--- config.mk ---
export PLATFORM = sky130hd
export DESIGN_NAME = pippo_rst_ctrl
export DESIGN_NICKNAME = d
export VERILOG_FILES = /design/src/rtl/pippo_rst_ctrl.sv
export SDC_FILE = /design/constraint.sdc
export NUM_CORES = 1
export LEC_CHECK = 0
export CAP_MARGIN = 0
export CORE_MARGIN = 2
export CORE_UTILIZATION = 50
export DETAILED_ROUTE_END_ITERATION = 6
export GPL_ROUTABILITY_DRIVEN = 0
export PLACE_DENSITY = 0.75
export SYNTH_ARGS = -nofsm -noshare
export SYNTH_HDL_FRONTEND = slang
export SYNTH_SLANG_ARGS = --single-unit
--- constraint.sdc ---
create_clock -name clk -period 3.74 [get_ports clk]
set_clock_uncertainty 0.2 [all_clocks]
set_input_delay 1.122 -clock clk [delete_from_list [all_inputs] [get_ports clk]]
set_output_delay 1.122 -clock clk [all_outputs]
set_load 0.03 [all_outputs]
--- src/rtl/pippo_rst_ctrl.sv ---
// pippo_rst_ctrl: drains the core, then asserts and releases sys/chip/core resets outermost-first, recording cause
module pippo_rst_ctrl #(
  parameter int RST_HOLD  = 16,
  parameter int RST_GAP   = 4,
  parameter int DRAIN_TMO = 64
) (
  input  logic       clk,
  input  logic       rst,
  input  logic       rqt_core_rst,
  input  logic       rqt_chip_rst,
  input  logic       rqt_sys_rst,
  input  logic       quiesce_ack,
  input  logic       cause_clr,
  output logic       quiesce_req,
  output logic       core_rst,
  output logic       chip_rst,
  output logic       sys_rst,
  output logic [1:0] rst_cause,
  output logic       drain_tmo,
  output logic       rst_done
);
  typedef enum logic [1:0] {IDLE, DRAIN, ASSERT, RELEASE} state_t;
  localparam int M1   = RST_HOLD > RST_GAP ? RST_HOLD : RST_GAP;
  localparam int CMAX = M1 > DRAIN_TMO ? M1 : DRAIN_TMO;
  localparam int CW   = $clog2(CMAX);
  state_t state, nxt;
  logic [1:0] level, nxt_level, req_lvl, cause_d;
  logic [CW-1:0] cnt, nxt_cnt;
  logic escalate, hold_end, gap_end, tmo_end, raise, drop;
  logic q_d, sys_d, chip_d, core_d, tmo_d, done_d;
  assign req_lvl  = rqt_sys_rst ? 2'd3 : rqt_chip_rst ? 2'd2 : rqt_core_rst ? 2'd1 : 2'd0;
  assign escalate = state == ASSERT && req_lvl > level;
  assign hold_end = cnt == CW'(RST_HOLD - 1);
  assign gap_end  = cnt == CW'(RST_GAP - 1);
  assign tmo_end  = cnt == CW'(DRAIN_TMO - 1);
  always_ff @(posedge clk) begin
    if (!rst) begin
      state       <= ASSERT;
      level       <= 2'd3;
      cnt         <= '0;
      quiesce_req <= 1'b0;
      sys_rst     <= 1'b1;
      chip_rst    <= 1'b1;
      core_rst    <= 1'b1;
      rst_cause   <= 2'b00;
      drain_tmo   <= 1'b0;
      rst_done    <= 1'b0;
    end else begin
      state       <= nxt;
      level       <= nxt_level;
      cnt         <= nxt_cnt;
      quiesce_req <= q_d;
      sys_rst     <= sys_d;
      chip_rst    <= chip_d;
      core_rst    <= core_d;
      rst_cause   <= cause_d;
      drain_tmo   <= tmo_d;
      rst_done    <= done_d;
    end
  end
  always_comb begin
    nxt       = state;
    nxt_level = level;
    nxt_cnt   = state == IDLE ? '0 : cnt + 1'b1;
    case (state)
      IDLE: begin
        nxt_level = req_lvl;
        nxt       = req_lvl != 2'd0 ? DRAIN : IDLE;
      end
      DRAIN: begin
        nxt_level = req_lvl > level ? req_lvl : level;
        nxt       = quiesce_ack || tmo_end ? ASSERT : DRAIN;
      end
      ASSERT: begin
        nxt_level = escalate ? req_lvl : level;
        nxt_cnt   = escalate ? '0 : nxt_cnt;
        nxt       = !escalate && hold_end ? (level == 2'd1 ? IDLE : RELEASE) : ASSERT;
      end
      default: begin
        nxt_cnt = gap_end ? '0 : nxt_cnt;
        nxt     = gap_end && !chip_rst ? IDLE : RELEASE;
      end
    endcase
    nxt_cnt = nxt != state ? '0 : nxt_cnt;
  end
  // raise sets the full domain mask of the (possibly upgraded) level; drop clears only the outermost high domain
  always_comb begin
    raise   = nxt == ASSERT && (state != ASSERT || escalate);
    drop    = (state == ASSERT && !escalate && hold_end) || (state == RELEASE && gap_end);
    sys_d   = raise ? nxt_level == 2'd3 : sys_rst & ~drop;
    chip_d  = raise ? nxt_level[1] : chip_rst & ~(drop & ~sys_rst);
    core_d  = raise ? 1'b1 : core_rst & ~(drop & ~sys_rst & ~chip_rst);
    cause_d = raise ? nxt_level : cause_clr ? 2'b00 : rst_cause;
    tmo_d   = state == DRAIN && nxt == ASSERT ? !quiesce_ack : cause_clr ? 1'b0 : drain_tmo;
    q_d     = nxt == DRAIN;
    done_d  = state != IDLE && nxt == IDLE;
  end
endmodule

==> metrics.cfg <==
[status]
outcome = finished clean

[placed_design]
dp_hpwl_um = 1630
pre_cts_ws_ps = -146
place_area_um2 = 1180
port_buffers = 14

[die]
dieArea_um2 = 2370
start_util_pct = 52.0
die_w_um = 48.7
core_um2 = 1920
io_pins = 15
die_y_um = 48.7
core.rowCount = 16

[cts]
clk_path_buf_depth = 2
cts_tree = yes
clkTransAtPathRegs_ps = 100
clkSinkCount = 18
hold_buffers = 0
ctsResizeCount = 0
cts_buffers = 3
cts_setup_buffers = 0
htreeDepth = 1
clock_latency_ps = 300
clockRootBuffer = clkbuf_4

[setup_path]
critical_path.slowest_cell = clkdlybuf4s50_1
critPathArrivalTime_ps = 3560
critical_path.cell_chain = clkdlybuf4s50_1 -> or2_2 -> ha_1 -> and2b_1 -> o21ai_2 -> maj3_2 -> mux2_2 -> or3_1 -> a21oi_1
r2r_start = level[1]$_SDFF_PN1_
max_stage_delay_ps = 420
startpoint = rqt_chip_rst
endpoint_kind = flop
start_kind = primary input
cp_max_fo = 3
path_class = primary input to flop
cp.required_ps = 3780

[logic_synthesis]
synth-compound-area-share_pct = 19.2
synth_fa_ha_area_share_pct = 6.14
synth.distinct_cells = 49
synthSimpleGateAreaFrac_pct = 27.1
syn_area_per_cell_um2 = 8.46
async_flop_share_pct = 0
postSynthCellCount = 118
yosysMostFrequentCell = dfxtp_1
muxShareOfSynthArea_pct = 2.13
yosys_register_bits = 18
syn_nets = 129
synth_top_area_share_pct = 36.1
synth_enable_flop_cells = 0
synth_top_family_by_area = simple AND/OR/NAND/NOR gates
yosys_warnings = 0
synthTopCellsByCount = 18 x dfxtp_1, 12 x nor2_1, 10 x nand2_1
yosys-top-cells-area = dfxtp_1 36%, ha_1 5.0%, nor2_1 4.5%, nand2_1 3.8%, inv_1 2.6%
ys_seq_area_share_pct = 36.1
synth_top_cell_by_area = dfxtp_1
synth-xor-area-share_pct = 3.51
synth_flop_cell = dfxtp_1
netlist_area_um2 = 998

[global_route]
grt_pass1_vias = 798
grt_pass1_wl_um = 3500
grtUsageTotal_pct = 19.4
grt_max_degree = 15
overflow = 0
grt_antenna_before_repair = 0

[routing]
vias = 889
dr.pass1.iters = 4
wl_per_cell_um = 12.8
dr.first_iter.drc_count = 17
vias_per_cell = 5.45
ant_nets = 0
wl_um = 2090
drc = 0

[sta]
fmax_mhz = 284
slew_violations = 0
fin_crit_ps = 3520
hold_viol = 0
fin_crit_sh_pct = 94.1
slew_headroom_pct = 69.4
hold_slack_ps = 244
setup_viol = 0
worst_slew_pin_slew_ps = 459
grt_setup_unrepaired = false
layout_setup_ws_ps = 221

[worst_hold_path]
hp-class = flop to flop
hold_start = cnt[0]$_SDFF_PP0_

[flow_run]
drv_cap = 0

[power]
p_leak_uw = 0.000499
ir_drop_v = 0.000207
p_per_area_nw_per_um2 = 364

[cells_and_area]
area_delta_synth_final_pct = 21.9
num_antenna_cells = 0
fin_nets = 148
final_cell_area_um2 = 1220
fill_cells = 181
drive_gt1_share_pct = 14.0

## layout make-up
cell class	instances	area, um^2	share of cell area [%]
inverters	8	30.0	2.47
multi-input cells	87	579	47.6
flip-flops and latches	18	360	29.6
well taps	27	33.8	2.77
repair buffers	19	178	14.6
clock buffers	4	36.3	2.98
## cells by family (layout without fill, tap and decap cells)
family                     count (synthesis)  in the layout
DFF                                       18             18
and+or+nand+nor                           50             50
xor gates and xnor gates                   4              4
muxes                                      2              2
AOI/OAI and AO/OA                         26             26
buffers and inverters                     13             31
adders and majority gates                  5              5
## power by group
group | total, uW | internal [uW] | switching [uW]
clock | 119 | 59.4 | 59.3
combinational | 112 | 54.3 | 57.3
sequential | 213 | 204 | 9.15
total | 443 | 318 | 126
## worst max-delay path: cells and delay by family
| family | cells | cell delay (ps) |
|---|---|---|
| adder cells (fa/ha/maj) | 2 | 540 |
| buffers and inverters | 1 | 420 |
| AND/OR/NAND/NOR | 3 | 810 |
| multiplexers | 1 | 350 |
| AO/OA/AOI/OAI | 2 | 310 |
## per-layer routing
metal | vias to the layer above | wire, um | track usage (%)
met1 | 401 | 995 | 23.9
met4 | 0 | 94 | 14.3
met5 | - | 0 | 0
li1 | 458 | - | -
met2 | 20 | 936 | 29.7
met3 | 10 | 66 | 4.32
## worst paths after layout
path	slack, ps	endpoint	depth (start not counted)
max reg2reg	1330	rst_cause[0]$_SDFFE_PN0P_	8
min reg2reg	240	cnt[0]$_SDFF_PP0_	1
max	220	rst_cause[0]$_SDFFE_PN0P_	9
min	240	cnt[0]$_SDFF_PP0_	1
## cell usage in the layout (no fill, tap or decap), drive strengths merged, types with 4 or more instances in the layout
cell           netlist  layout
o21ai                6       6
a21oi                5       5
dfxtp               18      18
clkdlybuf4s50        0      14
nor2                12      12
buf                  4       5
nand3                5       5
ha                   4       4
and3                 4       4
clkbuf               1       4
inv                  8       8
nand2               10      10
## flip-flops by register name, summed over array words and instances (netlist names)
signal and count:
quiesce_req 1, rst_done 1, rst_cause 2, cnt 6
core_rst 1, sys_rst 1, drain_tmo 1, state 2
level 2, chip_rst 1
## stage by stage
step,setup TNS (ps),power (uW),cells,utilization [%]
6_report,0,443,163,63.3
5_1_grt,0,468,163,63.3
4_1_cts,0,449,163,63.3
3_5_place_dp,-355,328,159,61.5
3_3_place_gp,-76.7,325,159,61.5
2_1_floorplan,0,286,118,-
Power figures use the tool's default switching activity.
==> edit, RTL diff (same flow settings) <==
Make the reset (`rst`) asynchronous in one clocked block.
--- a/src/rtl/pippo_rst_ctrl.sv
+++ b/src/rtl/pippo_rst_ctrl.sv
@@ -34,5 +34,5 @@
   assign gap_end  = cnt == CW'(RST_GAP - 1);
   assign tmo_end  = cnt == CW'(DRAIN_TMO - 1);
-  always_ff @(posedge clk) begin
+  always_ff @(posedge clk or negedge rst) begin
     if (!rst) begin
       state       <= ASSERT;
Behaviour: same outputs for any inputs over 10 cycles, from zero or initial values and one cycle with rst low; that may be too few to reach the edited logic, so the function may still have changed.
==> edit against the original RTL <==
First-iteration DRC count is 35% higher. Wire length is 0.81% higher. Non-clock buffer count is 5 lower. Worst setup slack better by 0.19 ns. Global-route usage is 0.17 points lower. Sequential cell count stayed put. Final area is 3.9% higher. Area after synthesis is 6.8% higher. Highest routed layer unchanged.
Power is not compared: it rests on default switching activity, and its combinational part moved more than twofold at a synthesized area within 25%.
==> edit: results (changes against the original RTL) <==
The run finished with clean final reports. The tools report the count of final hold-check violations as 0 (unchanged). The number of diodes was 0 (unchanged).

In this run the most critical hold path is launched from cnt[0]. The fraction of registers with async set or reset after synthesis is 1.000 (+1.000), and the worst max-slew margin expressed relative to the limit is 0.4969 (-0.1968). The number of antenna violations at the first check in global routing was 0 (unchanged); the net count reported at finish was 135 (-8.8%).

The run gives 950 um (-4.5%) as the met1 layer wirelength in the final routing. Placement-stage cell area: 1229 um2 (+4.0%). On the critical path the largest part of the delay comes from compound AO/OA/AOI/OAI gates. The violation count after the first detailed-route iteration is 23 (+6). The number of warnings reported in the yosys synthesis log was 0 (unchanged); the total clock buffers created by CTS was 3 (unchanged). The met2 wire length came out at 1009 um (+7.8%). Fraction of layout instances using a drive strength above 1: 0.2195 (+0.07981).

The share of Yosys cell area claimed by the top area cell type is 0.2817 (-0.07921). The mean number of vias per cell works out to 5.513 (+1.1%). The tools report the global-route track usage on met1 as 0.2285 (-0.01078). The logs give 118 (-8.5%) for the net count after synthesis and 0.3224 (+0.02556) for the fraction of met2 tracks used by global routing. The sequential share of power is 0.351. By count the netlist is led by sky130_fd_sc_hd__dfrtp_1, sky130_fd_sc_hd__nor2_1, sky130_fd_sc_hd__inv_1.

Filler cell count in the final layout: 162 (-10%). Clock-pin slew was measured on the worst setup and hold paths at 0.09 ns. The flip-flop count of the largest register, all copies and words added is 6 (unchanged). The maximum fanout along the worst path works out to 5 (+2).

By area the synthesized netlist is led by sky130_fd_sc_hd__dfrtp_1, sky130_fd_sc_hd__dfstp_2, sky130_fd_sc_hd__ha_1, sky130_fd_sc_hd__nor2_1, sky130_fd_sc_hd__inv_1. The tools report the number of nets with antenna violations after detailed routing as 0 (unchanged). Signal routing reaches up to met4.

The tools report the gate count after technology mapping as 107 (-9.3%). The biggest cell delay along the critical path is 0.41 ns, and the total of cells resized after clock tree synthesis is 0 (unchanged). cnt holds more flip-flops than any other register.

Summed over all cells, the static leakage comes to 0.5560 nW. The tools report the critical register-to-register path startpoint as level[1]. Detailed placer's ending HPWL: 1644 um (+1.1%).

The count of buffers from port buffering works out to 14 (unchanged). Tracing the worst setup path back leads to its startpoint at rqt_chip_rst. The logs give 95 um (+44%) for the detailed-routed wire length on met3 and 150 (-8.0%) for the post-route non-filler standard cell count.

The tools report the endpoint arrival time on the critical path as 3.31 ns (-0.25 ns). The logs give 45 (-8.2%) for the number of unique standard cell types used by synthesis and 0.1146 ns (+0.2607 ns) for the post-placement worst setup slack. Clock tree synthesis selected as its root buffer the cell sky130_fd_sc_hd__clkbuf_4. Pin count of the biggest net entering global routing: 19 (+4). The fraction of the yosys area taken by sequential cells came out at 0.4296 (+0.06868). The first-pass GRT wire length is 3491 um (-0.20%), and the total wire length is 2109 um (+0.81%). The overall fraction of global-route tracks in use is 0.1927 (-0.001670).

For the met3 usage in global routing, the log shows 0.03869 (-0.004519).
==> edit: layout make-up <==
type / count / area (um2) / share of cell area
flip-flops and latches: 18 / 457.9 / 0.3620
repair buffers: 14 / 140.1 / 0.1108
multi-input cells: 76 / 555.5 / 0.4392
well taps: 27 / 33.78 / 0.02671
clock buffers: 4 / 36.28 / 0.02868
inverters: 11 / 41.29 / 0.03264
==> edit: final timing paths <==
check | end | cells after the start | slack, ns
worst max register to register | cnt[2] | 7 | 1.35
worst max-delay path | cnt[2] | 8 | 0.41
worst min register to register | cnt[0] | 1 | 0.28
min in group asynchronous | state[0] | 1 | 1.05
worst min-delay path | cnt[0] | 1 | 0.28
max in group asynchronous | drain_tmo | 1 | 1.81
==> edit: cells by family after synthesis <==
logic type,count (synthesis),share of synthesized area
compound gates,29,0.2207
fa+ha+maj,5,0.05751
flops,18,0.4296
xor+xnor,4,0.03287
mux,2,0.02347
simple gates,36,0.1866
buf+inv,13,0.04930
